==> src/rtl/arb_pkg.sv <==
// arb_pkg: shared source ids and output-register state for the 2:1 round-robin arbiter
package arb_pkg;
  localparam logic SRC_A = 1'b0;
  localparam logic SRC_B = 1'b1;
  typedef enum logic {EMPTY, FULL} state_t;
endpackage

==> src/rtl/rr_pick_2.sv <==
// rr_pick_2: combinational two-way round-robin pick; on a tie the source not granted last wins
module rr_pick_2
  import arb_pkg::*;
(
  input  logic a_valid,
  input  logic b_valid,
  input  logic last_grant,
  output logic win_valid,
  output logic win_id
);
  assign win_valid = a_valid | b_valid;
  assign win_id    = (a_valid & b_valid) ? ~last_grant : (b_valid ? SRC_B : SRC_A);
endmodule

==> src/rtl/rr_arb_2to1.sv <==
// rr_arb_2to1: round-robin merge of two valid/ready sources into one output register
// with per-source accept counters
module rr_arb_2to1
  import arb_pkg::*;
#(
  parameter int DATA_W = 8,
  parameter int CNT_W  = 8
) (
  input  logic              clk,
  input  logic              rst_n,
  input  logic              a_valid,
  input  logic [DATA_W-1:0] a_data,
  output logic              a_ready,
  input  logic              b_valid,
  input  logic [DATA_W-1:0] b_data,
  output logic              b_ready,
  output logic              out_valid,
  output logic [DATA_W-1:0] out_data,
  output logic              out_src,
  input  logic              out_ready,
  output logic [CNT_W-1:0]  cnt_a,
  output logic [CNT_W-1:0]  cnt_b
);
  state_t            state_q, state_d;
  logic [DATA_W-1:0] data_q, data_d;
  logic              src_q, src_d, last_q, last_d;
  logic [CNT_W-1:0]  cnt_a_q, cnt_a_d, cnt_b_q, cnt_b_d;
  logic              win_valid, win_id, accept;
  rr_pick_2 u_pick (
    .a_valid    (a_valid),
    .b_valid    (b_valid),
    .last_grant (last_q),
    .win_valid  (win_valid),
    .win_id     (win_id)
  );
  // rst_n gates accept so nothing is handshaken or counted in a reset cycle
  always_comb begin
    accept  = rst_n && (state_q == EMPTY || out_ready) && win_valid;
    state_d = accept ? FULL : (out_ready ? EMPTY : state_q);
    data_d  = accept ? (win_id == SRC_B ? b_data : a_data) : data_q;
    src_d   = accept ? win_id : src_q;
    last_d  = accept ? win_id : last_q;
    cnt_a_d = (accept && win_id == SRC_A) ? cnt_a_q + CNT_W'(1) : cnt_a_q;
    cnt_b_d = (accept && win_id == SRC_B) ? cnt_b_q + CNT_W'(1) : cnt_b_q;
  end
  always_ff @(posedge clk) begin
    if (!rst_n) begin
      state_q <= EMPTY;
      data_q  <= '0;
      src_q   <= SRC_A;
      last_q  <= SRC_B;
      cnt_a_q <= '0;
      cnt_b_q <= '0;
    end else begin
      state_q <= state_d;
      data_q  <= data_d;
      src_q   <= src_d;
      last_q  <= last_d;
      cnt_a_q <= cnt_a_d;
      cnt_b_q <= cnt_b_d;
    end
  end
  assign a_ready   = accept && win_id == SRC_A;
  assign b_ready   = accept && win_id == SRC_B;
  assign out_valid = state_q == FULL;
  assign out_data  = data_q;
  assign out_src   = src_q;
  assign cnt_a     = cnt_a_q;
  assign cnt_b     = cnt_b_q;
endmodule

==> config.mk <==
export PLATFORM = sky130hd
export DESIGN_NAME = rr_arb_2to1
export DESIGN_NICKNAME = d
export VERILOG_FILES = /design/src/rtl/arb_pkg.sv /design/src/rtl/rr_pick_2.sv /design/src/rtl/rr_arb_2to1.sv
export SDC_FILE = /design/constraint.sdc
export NUM_CORES = 1
export LEC_CHECK = 0
export BUFFER_PORTS_ARGS = -buffer_cell sky130_fd_sc_hd__buf_2
export CORE_ASPECT_RATIO = 1.4
export CORE_MARGIN = 3
export CORE_UTILIZATION = 25
export DETAILED_ROUTE_END_ITERATION = 10
export PLACE_DENSITY = 0.54
export SYNTH_ARGS = -nofsm -noshare
export SYNTH_HDL_FRONTEND = slang
export SYNTH_HIERARCHICAL = 1
export SYNTH_SLANG_ARGS = --single-unit
==> constraint.sdc <==
create_clock -name clk -period 1.51 [get_ports clk]
set_input_delay 0.0755 -clock clk [delete_from_list [all_inputs] [get_ports clk]]
set_output_delay 0.0755 -clock clk [all_outputs]
set_load 0.005 [all_outputs]
==> results.md <==
- Status: complete, no violations
- Synth top area cells: dfxtp_1 42%, mux2i_1 13%, a21oi_1 6.2%
- Post-route cell area: 1750 sq um
- Crit share post-route: 0.950
- Post-synth top area share: 0.418
- Top-count cell post-synth: dfxtp_1
- Mapped Cells: 141
- Mapped Area: roughly 1300 sq um
- Post-CTS Setup Inserts: 0
- Fraction of layout cells with a size suffix above 1: 0.378
- Initial Util: 0.263
- Final setup viols: 0
- Final Power: 1.42 mW
- DP Area: approximately 1600 sq um
- Die Span Y: 91.1 um
- Crit path launch type: flop
- Top FF cell, synth: dfxtp_1
- Residual DRC count: 0
- CTS Buffer Depth: 2
- Most frequent cells after synthesis: 27 x dfxtp_1, 17 x mux2i_1, 16 x a21oi_1, 13 x nand2_1
- Syn_area_per_cell: a little over 9 sq um
- Slew Limit Headroom: 0.663
- Post-CTS Hold Fix Bufs: 0
- I/O Pins: between 40 and 50
- Vias: approximately 1,300
- Power density over the cells: 814 nW/um^2
- Routed len/inst: about 13 um
- Type of destination of the critical path: primary output
- First DRT Iteration DRCs: 110
- Post-route ant nets: 0
- Number of flops mapped to enable cells by yosys: 0
- N_diodes: 0
- Worst slew pin tran: around 0.50 ns
- Routability cong.: between 0.7 and 0.8
- Synth-to-layout area growth: 35.2%
- Num CTS Buffers: 3
- Flops & latches, synth: 27
- Slowest cell on the critical path: dfxtp_2
- Crit path max fanout: 6
- Vias in the first global route: 1,173
- YS warnings: 6
- Global-route wire length before repair: 5600 um
- Clock Skew: roughly 0.0040 ns
- Crit-path cells: a21boi_4, buf_4, buf_4, nor3_4, buf_2
- Sequential-to-total area share from yosys stat: 0.418
- Post-synth cell types: 30
- Unrepaired setup endpoints after global routing: yes
- Core box area: 4920 sq um
- Most used cell, CP: buf_4
- GRT Overall Usage: 0.116
- HPWL Detailed: between 2000 and 2500 um
- DR vias/cell: 4.89
- Worst Setup Path Type: reg -> out
- Worst skew pair latency: 0.28 ns
- GR Overflow Total: 0
- Fin util: 0.355
- CTS tree: done
- Die area: roughly 6100 sq um
- Tmin final: between 1 and 1.5 ns
- Leak: ~0.72 nW
- # port buffers: 48
- # rows: 30
- Clock-pin slew on the worst setup and hold paths: 0.10 ns
- Root Driver: clkbuf_8
- DRT Pass-1 Iters: 4
- Mapped Nets: between 150 and 200
- Initial antenna violation count: 0
- Final Hold Viols: 0
- Max_cap viols: 0
- Critical path's largest stage delay: roughly 0.36 ns
- Hold Path Class: in -> reg
- Async set-reset flop share out of synthesis: 0
- Die W: about 67 um
- Crit path required time: roughly 1.4 ns
- Largest net degree at the start of global routing: 25
- Area leader, netlist: dfxtp_1
- Layout Nets: 217
- Critical Path AT: about 1.4 ns
- Final WL: 3370 um
- Worst VDD drop: approximately 0.31 mV
- F_max: around 700 MHz
- Clock sink count: 27
- H-tree levels: 1
- Max Slew Vio Count: 0
==> report_power, final <==
part	leakage, nW	total [mW]	switching (mW)	internal [mW]
Clock	0.0255	0.422	0.237	0.185
Sequential	0.220	0.759	0.0176	0.742
Combinational	0.476	0.242	0.131	0.111
Total	0.722	1.42	0.385	1.04
==> registers in the layout, indices dropped and copies added (netlist names) <==
register / flops
last_q: 1
out_src: 1
out_data: 8
out_valid: 1
cnt_b: 8
cnt_a: 8
==> through the flow <==
stage          setup TNS [ns]  hold WS, ns  setup slack, ns  cells
2_1_floorplan               0        0.231            0.155    141
3_3_place_gp                0        0.428            0.110    253
3_5_place_dp                0        0.432           0.0893    253
4_1_cts                     0        0.122          0.00789    257
5_1_grt               -0.0675        0.146          -0.0538    257
6_report                    0        0.124           0.0749    257
==> kinds of logic (layout without fill, tap and decap cells) <==
family,after synthesis,after routing,synth area share
and+or+nand+nor,50,50,0.224
adders and majority gates,2,2,0.0194
muxes,17,17,0.132
DFF,27,27,0.418
AOI/OAI and AO/OA,33,33,0.159
buffers and inverters,12,64,0.0484
==> worst max-delay path: cells and delay by family (launching register included) <==
kind            cells  cell delay (ns)
simple gates        1             0.19
compound gates      1             0.07
flops               1             0.36
buf+inv             3             0.46
==> cells in the final DEF, fill, tap and decap left out, types with 2 or more instances in the layout <==
cell type and instances:
o31ai_1 7, clkbuf_8 3, or4_1 5, dfxtp_2 2, nor4_1 3, nor3_4 2, nor2_1 3, buf_4 9
dfxtp_1 25, nor4_2 4, nand2b_1 2, nand4b_1 2, a21oi_1 16, a211oi_1 8, ha_1 2, buf_2 48
nand2_1 13, nand4_1 8, mux2i_1 17
==> layout make-up <==
type,instances,area [sq um]
timing repair buffer,58,328
multi-input combinational,102,743
tap,64,80.1
clock inverter,1,5.00
fill,538,3170
clock buffer,3,41.3
inverter,2,7.51
sequential,27,543
==> per-layer routing <==
| layer | global-route usage | routed length [um] | up-vias |
|---|---|---|---|
| met5 | 0 | 0 | - |
| met4 | 0.0407 | 47 | 0 |
| met3 | 0.0210 | 206 | 5 |
| met2 | 0.173 | 1540 | 43 |
| met1 | 0.165 | 1580 | 569 |
| li1 | - | - | 640 |
==> timing repair <==
item / in CTS / in global routing
endpoints found under the hold margin: 0 / 0
gates cloned: 0 / 0
resized for setup: 2 / 8
pin swaps: 1 / 1
endpoints found under the setup margin: 2 / 10
==> final timing paths <==
path,from,endpoint,slack [ns],depth (start not counted)
min,a_data[5],out_data[5]$_SDFFE_PN0P_,0.12,3
max,last_q$_SDFFE_PN1P_,a_ready,0.07,5
max reg2reg,last_q$_SDFFE_PN1P_,cnt_a[6]$_SDFFE_PN0P_,0.11,5
min reg2reg,cnt_a[7]$_SDFFE_PN0P_,cnt_a[7]$_SDFFE_PN0P_,0.46,1
Power figures use the tool's default switching activity.
